<file path="src/rtl/spi_master_multimode_if.sv">
// Command/response bundle between the CSR/GPIO layer (master) and the SPI engine (slave).
interface spi_master_multimode_if #(
    parameter int CSB_WIDTH = 9,
    parameter int MAX_BITS  = 32
);
    localparam int DEVSEL_WIDTH = (CSB_WIDTH > 1) ? $clog2(CSB_WIDTH) : 1;
    localparam int LEN_WIDTH    = $clog2(MAX_BITS + 1);

    logic                    cmdValid;
    logic                    cmdReady;
    logic [MAX_BITS-1:0]     cmdData;
    logic [LEN_WIDTH-1:0]    cmdLength;
    logic [DEVSEL_WIDTH-1:0] cmdDevSel;
    logic                    cmdCPOL;
    logic                    cmdCPHA;
    logic                    cmdLSBFirst;
    logic                    rspValid;
    logic [MAX_BITS-1:0]     rspData;
    logic                    busy;

    modport master (
        output cmdValid, cmdData, cmdLength, cmdDevSel, cmdCPOL, cmdCPHA, cmdLSBFirst,
        input  cmdReady, rspValid, rspData, busy
    );
    modport slave (
        input  cmdValid, cmdData, cmdLength, cmdDevSel, cmdCPOL, cmdCPHA, cmdLSBFirst,
        output cmdReady, rspValid, rspData, busy
    );
endinterface

</file>
<file path="src/rtl/spi_master_multimode.sv">
// Multi-mode SPI master: variable length, CPOL/CPHA, MSB/LSB-first, per-command chip select.
// Optional latch-enable outputs are built when SPI_MASTER_LE_EN is defined.
module spi_master_multimode #(
    parameter int CLK_RATE  = 100000000,
    parameter int BIT_RATE  = 12500000,
    parameter int CSB_WIDTH = 9,
    parameter int MAX_BITS  = 32
) (
    input  logic                  clk,
    input  logic                  rst_n,
    spi_master_multimode_if.slave cmd,
    output logic                  SPI_CLK,
    output logic [CSB_WIDTH-1:0]  SPI_CSB,
`ifdef SPI_MASTER_LE_EN
    output logic [CSB_WIDTH-1:0]  SPI_LE,
`endif
    output logic                  SPI_SDI,
    input  logic                  SPI_SDO
);
    localparam int DEVSEL_WIDTH = (CSB_WIDTH > 1) ? $clog2(CSB_WIDTH) : 1;
    localparam int LEN_WIDTH    = $clog2(MAX_BITS + 1);
    localparam int HALF_RAW     = (CLK_RATE + 2*BIT_RATE - 1) / (2*BIT_RATE);
    localparam int HALF_DIV     = (HALF_RAW < 1) ? 1 : HALF_RAW;
    localparam int DIV_W        = (HALF_DIV > 1) ? $clog2(HALF_DIV) : 1;
    localparam int HALF_W       = LEN_WIDTH + 1;

    typedef enum logic [2:0] {S_IDLE, S_SETUP, S_SHIFT, S_HOLD, S_GAP} state_t;

    state_t                  state_q, state_d;
    logic [DIV_W-1:0]        div_q;
    logic [HALF_W-1:0]       half_q;
    logic [LEN_WIDTH-1:0]    len_q;
    logic [DEVSEL_WIDTH-1:0] dev_q;
    logic                    cpha_q, lsb_q;
    logic [MAX_BITS-1:0]     tx_q, rx_q, rsp_q;
    logic                    sclk_q, sdi_q, rsp_vld_q;

    logic                    accept, tick, enter, shift_edge, sample, drive, lead;
    logic [HALF_W-1:0]       nxt_half, last_half, end_half;
    logic [LEN_WIDTH-1:0]    len_in;
    logic [MAX_BITS-1:0]     tx_in;
    logic                    csb_act;

    assign accept    = cmd.cmdValid && (state_q == S_IDLE);
    assign tick      = (div_q == DIV_W'(HALF_DIV - 1));
    assign enter     = tick && (state_q == S_SETUP || state_q == S_SHIFT);
    assign nxt_half  = (state_q == S_SETUP) ? '0 : half_q + 1'b1;
    assign end_half  = {len_q, 1'b0};
    assign last_half = end_half - 1'b1;
    // Each SCLK edge is the start of a new SHIFT half; even halves are leading edges.
    assign lead       = ~nxt_half[0];
    assign shift_edge = enter && (nxt_half != end_half);
    assign sample     = shift_edge && (lead ^ cpha_q);
    assign drive      = shift_edge && !(lead ^ cpha_q) && (nxt_half != '0) && (nxt_half != last_half);

    assign len_in = (cmd.cmdLength == '0 || cmd.cmdLength > LEN_WIDTH'(MAX_BITS))
                    ? LEN_WIDTH'(MAX_BITS) : cmd.cmdLength;
    // MSB-first words are left-justified so the shift-out bit is always the top bit.
    assign tx_in  = cmd.cmdLSBFirst ? cmd.cmdData : cmd.cmdData << (LEN_WIDTH'(MAX_BITS) - len_in);

    always_ff @(posedge clk or negedge rst_n) begin
        if (!rst_n) state_q <= S_IDLE;
        else        state_q <= state_d;
    end

    always_comb begin
        state_d = state_q;
        case (state_q)
            S_IDLE:  if (accept) state_d = S_SETUP;
            S_SETUP: if (tick) state_d = S_SHIFT;
            S_SHIFT: if (tick && half_q == last_half) state_d = S_HOLD;
            S_HOLD:  if (tick) state_d = S_GAP;
            S_GAP:   if (tick) state_d = S_IDLE;
            default: state_d = S_IDLE;
        endcase
    end

    assign cmd.cmdReady = (state_q == S_IDLE);
    assign cmd.busy     = (state_q != S_IDLE);
    assign csb_act      = (state_q == S_SETUP) || (state_q == S_SHIFT) || (state_q == S_HOLD);

    always_comb begin
        SPI_CSB = '1;
`ifdef SPI_MASTER_LE_EN
        SPI_LE  = '0;
`endif
        for (int i = 0; i < CSB_WIDTH; i++) begin
            if (csb_act && dev_q == DEVSEL_WIDTH'(i)) SPI_CSB[i] = 1'b0;
`ifdef SPI_MASTER_LE_EN
            if (state_q == S_GAP && dev_q == DEVSEL_WIDTH'(i)) SPI_LE[i] = 1'b1;
`endif
        end
    end

    always_ff @(posedge clk or negedge rst_n) begin
        if (!rst_n) begin
            div_q     <= '0;
            half_q    <= '0;
            len_q     <= '0;
            dev_q     <= '0;
            cpha_q    <= 1'b0;
            lsb_q     <= 1'b0;
            tx_q      <= '0;
            rx_q      <= '0;
            rsp_q     <= '0;
            sclk_q    <= 1'b0;
            sdi_q     <= 1'b0;
            rsp_vld_q <= 1'b0;
        end else begin
            rsp_vld_q <= 1'b0;
            if (state_q == S_IDLE) div_q <= '0;
            else                   div_q <= tick ? '0 : div_q + 1'b1;
            if (accept) begin
                len_q  <= len_in;
                dev_q  <= cmd.cmdDevSel;
                cpha_q <= cmd.cmdCPHA;
                lsb_q  <= cmd.cmdLSBFirst;
                tx_q   <= tx_in;
                rx_q   <= '0;
                sclk_q <= cmd.cmdCPOL;
                sdi_q  <= cmd.cmdLSBFirst ? tx_in[0] : tx_in[MAX_BITS-1];
            end
            if (enter)      half_q <= nxt_half;
            if (shift_edge) sclk_q <= ~sclk_q;
            if (sample)
                rx_q <= lsb_q ? {SPI_SDO, rx_q[MAX_BITS-1:1]} : {rx_q[MAX_BITS-2:0], SPI_SDO};
            if (drive) begin
                tx_q  <= lsb_q ? tx_q >> 1 : tx_q << 1;
                sdi_q <= lsb_q ? tx_q[1] : tx_q[MAX_BITS-2];
            end
            if (state_q == S_HOLD && tick) begin
                rsp_q     <= lsb_q ? rx_q >> (LEN_WIDTH'(MAX_BITS) - len_q) : rx_q;
                rsp_vld_q <= 1'b1;
            end
        end
    end

    assign SPI_CLK      = sclk_q;
    assign SPI_SDI      = sdi_q;
    assign cmd.rspValid = rsp_vld_q;
    assign cmd.rspData  = rsp_q;
endmodule
</file>
<file path="src/flat_wrapper.sv">
// flat-port wrapper written by rule: the top's interface ports become plain ports
module spi_master_multimode_flat 
#(
    parameter int CLK_RATE  = 100000000,
    parameter int BIT_RATE  = 12500000,
    parameter int CSB_WIDTH = 9,
    parameter int MAX_BITS  = 32
)
  (clk, rst_n, SPI_CLK, SPI_CSB, SPI_SDI, SPI_SDO, cmd_cmdValid, cmd_cmdData, cmd_cmdLength, cmd_cmdDevSel, cmd_cmdCPOL, cmd_cmdCPHA, cmd_cmdLSBFirst, cmd_cmdReady, cmd_rspValid, cmd_rspData, cmd_busy);
  spi_master_multimode_if #(.CSB_WIDTH(CSB_WIDTH), .MAX_BITS(MAX_BITS)) cmd_i ();
  input  logic clk;
  input  logic rst_n;
  output logic SPI_CLK;
  output logic [CSB_WIDTH-1:0] SPI_CSB;
  output logic SPI_SDI;
  input  logic SPI_SDO;
  input wire logic [$bits(cmd_i.cmdValid)-1:0] cmd_cmdValid;
  input wire logic [$bits(cmd_i.cmdData)-1:0] cmd_cmdData;
  input wire logic [$bits(cmd_i.cmdLength)-1:0] cmd_cmdLength;
  input wire logic [$bits(cmd_i.cmdDevSel)-1:0] cmd_cmdDevSel;
  input wire logic [$bits(cmd_i.cmdCPOL)-1:0] cmd_cmdCPOL;
  input wire logic [$bits(cmd_i.cmdCPHA)-1:0] cmd_cmdCPHA;
  input wire logic [$bits(cmd_i.cmdLSBFirst)-1:0] cmd_cmdLSBFirst;
  output wire logic [$bits(cmd_i.cmdReady)-1:0] cmd_cmdReady;
  output wire logic [$bits(cmd_i.rspValid)-1:0] cmd_rspValid;
  output wire logic [$bits(cmd_i.rspData)-1:0] cmd_rspData;
  output wire logic [$bits(cmd_i.busy)-1:0] cmd_busy;
  assign cmd_i.cmdValid = cmd_cmdValid;
  assign cmd_i.cmdData = cmd_cmdData;
  assign cmd_i.cmdLength = cmd_cmdLength;
  assign cmd_i.cmdDevSel = cmd_cmdDevSel;
  assign cmd_i.cmdCPOL = cmd_cmdCPOL;
  assign cmd_i.cmdCPHA = cmd_cmdCPHA;
  assign cmd_i.cmdLSBFirst = cmd_cmdLSBFirst;
  assign cmd_cmdReady = cmd_i.cmdReady;
  assign cmd_rspValid = cmd_i.rspValid;
  assign cmd_rspData = cmd_i.rspData;
  assign cmd_busy = cmd_i.busy;
  spi_master_multimode #(.CLK_RATE(CLK_RATE), .BIT_RATE(BIT_RATE), .CSB_WIDTH(CSB_WIDTH), .MAX_BITS(MAX_BITS)) u_core (.clk(clk), .rst_n(rst_n), .cmd(cmd_i), .SPI_CLK(SPI_CLK), .SPI_CSB(SPI_CSB), .SPI_SDI(SPI_SDI), .SPI_SDO(SPI_SDO));
endmodule
</file>
<file path="config.mk">
export PLATFORM = sky130hd
export DESIGN_NAME = spi_master_multimode_flat
export DESIGN_NICKNAME = d
export VERILOG_FILES = /design/src/rtl/spi_master_multimode_if.sv /design/src/rtl/spi_master_multimode.sv /design/src/flat_wrapper.sv
export SDC_FILE = /design/constraint.sdc
export NUM_CORES = 1
export LEC_CHECK = 0
export BUFFER_PORTS_ARGS = -buffer_cell sky130_fd_sc_hd__buf_2
export CAP_MARGIN = 20
export CORE_ASPECT_RATIO = 0.6
export CORE_MARGIN = 2
export CORE_UTILIZATION = 25
export CTS_BUF_LIST = sky130_fd_sc_hd__clkbuf_2 sky130_fd_sc_hd__clkbuf_4 sky130_fd_sc_hd__clkbuf_8
export DETAILED_ROUTE_END_ITERATION = 10
export GPL_TIMING_DRIVEN = 1
export PLACE_DENSITY_LB_ADDON = 0.2
export SLEW_MARGIN = 10
export SYNTH_ARGS = -nofsm -noshare
export SYNTH_HDL_FRONTEND = slang
export SYNTH_SLANG_ARGS = --single-unit
</file>
<file path="constraint.sdc">
create_clock -name clk -period 3.8 [get_ports clk]
set_clock_uncertainty 0.15 [all_clocks]
set_input_delay 0 -clock clk [delete_from_list [all_inputs] [get_ports clk]]
set_output_delay 0 -clock clk [all_outputs]
set_load 0.005 [all_outputs]
</file>
==> key figures <==
Timing
  • Setup Viol. Count Final: 0
  • PnR worst setup slack: 0.2592 ns
  • Final period util: 0.9318
  • Slew headroom: 0.2328
  • Worst slew pin tran: around 1.1 ns
  • Worst hold slack: 0.04554 ns
  • Maximum operating frequency: 0.2824 GHz
  • Minimum clock period: between 3 and 4 ns
  • Fin. Hold Viols: 0
  • Final max-slew violation count: 0
  • Setup TNS: 0 ns
  • RSZ-0062 raised after global routing: no

Synth
  • Multiplexer share of the synthesized area: 0.2224
  • Synth warn: 0
  • Post-synth EDFFs: 0
  • Simple-gate portion of the synthesized area: 0.1811
  • Mapped Avg Cell Area: 9.175 um2
  • Syn Std Cell Area: 10,150 um2
  • Post-Synth XOR/XNOR Area: 0.02676
  • Combinational family with the most area after synthesis: multiplexers
  • Library cells used by synthesis: 89
  • Post-Synth Adder-Cell Area: 0.004932
  • Syn_nets: 1,159
  • Sequential area share after synthesis: 0.3033
  • FF+latch count, synth: between 100 and 150
  • Post-Syn Instances: around 1,100
  • Asr flop ratio synth: 1.000
  • Complex-gate fraction of the synthesized area: 0.2053
  • Primary FF master, synth: dfrtp_1

Floorplanning
  • Die Ht: 160.1 um
  • Chip Width: between 200 and 300 um
  • Initial Utilization: 0.2523
  • Total die area: 42,270 um2
  • Core ar.: around 40,000 um2
  • Row cnt: between 50 and 60
  • I/O pin count: 95

Drt
  • Initial drt markers: slightly below 1,000
  • Via count: 9,451
  • # DRC: 0
  • Wire per inst: 20.66 um
  • First-pass DRT Iterations: 6
  • Vias per std cell: approximately 5.4
  • Post-Route WL: 36,380 um
  • Final ANT Viol Nets: 0

CTS
  • Clock Path Buffers: 2
  • Clk_lat worst skew: 0.49 ns
  • CTS tree: yes
  • Clock Tree Root: clkbuf_8
  • CTS resizes: 0
  • Cts hold-fix bufs: 50
  • CTS Buf Count: 17
  • Worst-path clk slew: 0.08 ns
  • Post-CTS Setup Bufs: 0
  • Sink Count: around 120
  • H-tree depth: 4

Power
  • P per Cell Area: 810.6 nW/um2
  • Sequential Power Share: 0.266
  • Power Total: 9.837 mW
  • Sw Share: 0.4967
  • VDD IR-drop max: 0.3518 mV
  • Clock power share: 0.126
  • Power share of the combinational group: 0.608
  • Pleak: 4.718 nW
  • Internal: roughly 5 mW
  • Sw power: slightly below 5 mW

Place
  • Placed insts: 1,678
  • Placed cell area: 11,210 um2
  • Post-Place Worst Slack: ~0.31 ns
  • I/O Buffers: 94
  • DP HPWL: 26,940 um
  • Placer congestion estimate: a little under 1

Setup path
  • Element type at the critical path end: flip-flop
  • Crit path max fanout: 16
  • Critical Path RT: 4.03 ns
  • Startpoint Class: flip-flop
  • Kind of critical path: flip-flop to flip-flop
  • WP data arrival: 3.77 ns

Global routing
  • Total gr overflow: 0
  • Global-route wire length before repair: 56,360 um
  • Largest net degree at the start of global routing: 65
  • Number of global-route vias before repair: a little under 9,000
  • GRT Overall Usage: 0.1730
  • Initial antenna violation count: 0

Cells and area
  • Final instance area: 12,140 um2
  • Area of the multi-input gates: 6545 um2
  • Most frequent cells in the layout: 139 x nand2_1, 121 x dfrtp_1, 93 x buf_2
  • Commonest non-fill, non-tap cell in the layout: nand2_1
  • Area growth from synthesis to final layout: 19.59%
  • Filler cell count: 4,255
  • Post-layout util: 0.3017
  • FF/Latch Area: 3083 um2
  • N_diodes: 0
  • Layout cells sized above 1: 0.2496
  • Non-filler cells in the finished layout: 1,761
  • Final Net Count: 1,270

Flow run
  • Max_cap viols: 0

Hold path
  • Hold/Removal Path Class: primary input to flip-flop

Status
  • Status: finished, final reports clean
## power by group through the flow
stage | Sequential, mW | Clock, mW | Combinational (mW)
after floorplan | 2.32 | 0 | 4.35
after global placement | 2.63 | 0 | 5.86
after detailed placement | 2.63 | 0 | 5.86
after CTS | 2.61 | 1.28 | 5.93
after global routing | 2.72 | 1.34 | 6.52
final | 2.62 | 1.24 | 5.98
## Yosys cell counts, types with 4 or more instances
master     number  area (um2)
a2111oi_0      11       96.34
a211oi_1       12       90.09
a21oi_1        85       425.4
a221o_1         5       50.05
a221oi_1       12       105.1
a31oi_1        21       131.4
buf_1           5       18.77
buf_2          20       100.1
buf_4          10       75.07
buf_6           7       78.83
clkbuf_1       55       206.5
dfrtp_1       123        3078
ha_1            4       50.05
inv_1          18       67.56
mux2_2         26       292.8
mux2i_1        68       680.7
mux4_2         57        1284
nand2_1       140       525.5
nand3_1        61       305.3
nand4_1         4       25.02
nor2_1         67       251.5
nor2b_1        38       237.7
nor3_1         18       90.09
nor3_2          5       50.05
nor3b_1         5       37.54
nor4_1          4       25.02
o211ai_1       10       75.07
o21ai_0        71       355.3
o21ai_1        15       75.07
o22ai_1         7       43.79
o31a_1          4       35.03
or3_1           4       25.02
xnor2_1        18       157.7
xor2_1          8       70.07
## cell families (layout without fill, tap and decap cells)
kind of cell,count (synthesis),after routing
multiplexers,151,151
AO/OA/AOI/OAI,309,309
adder cells (fa/ha/maj),4,4
buffers and inverters,118,242
XOR/XNOR,28,28
AND/OR/NAND/NOR,373,373
flip-flops,123,123
## worst paths after layout
path / startpoint / end / slack (ns) / cells past startpoint
max in group asynchronous: rst_n / u_core.rx_q[28] / 2.36 / 4
worst max-delay path: u_core.half_q[1] / u_core.tx_q[7] / 0.26 / 8
worst min-delay path: cmd_cmdData[1] / u_core.tx_q[1] / 0.05 / 4
worst min register to register: u_core.div_q[0] / u_core.div_q[0] / 0.29 / 1
worst max register to register: u_core.half_q[1] / u_core.tx_q[7] / 0.26 / 8
min in group asynchronous: rst_n / u_core.tx_q[22] / 0.39 / 3
## final cells by class
cell class	count	area share
Multi-Input combinational cell	865	0.5393
Sequential cell	123	0.2540
Clock inverter	15	0.01361
Clock buffer	17	0.01928
Tap cell	531	0.05475
Inverter	19	0.005877
Timing Repair Buffer	191	0.1131
## metal layers
| layer | track usage | routed length [um] |
|---|---|---|
| met1 | 0.2795 | 19020 |
| met2 | 0.2190 | 14190 |
| met3 | 0.05197 | 2862 |
| met4 | 0.02996 | 302 |
| met5 | 0 | 0 |
## sequential cells by signal, summed over array words and instances (netlist names), 2 cells and up
name	count
u_core.cmd.rspData	32
u_core.dev_q	4
u_core.div_q	2
u_core.half_q	7
u_core.len_q	6
u_core.rx_q	32
u_core.state_q	3
u_core.tx_q	32
## worst max-delay path: stages (launching register included)
cell	delay [ns]
dfrtp_1	0.53
ha_1	0.36
nand2_1	0.19
or3_1	0.34
a21o_1	0.19
a21oi_2	0.28
o31a_1	0.72
nand2_2	0.36
a211oi_1	0.30
No activity file was read; power rests on OpenSTA's default activity.
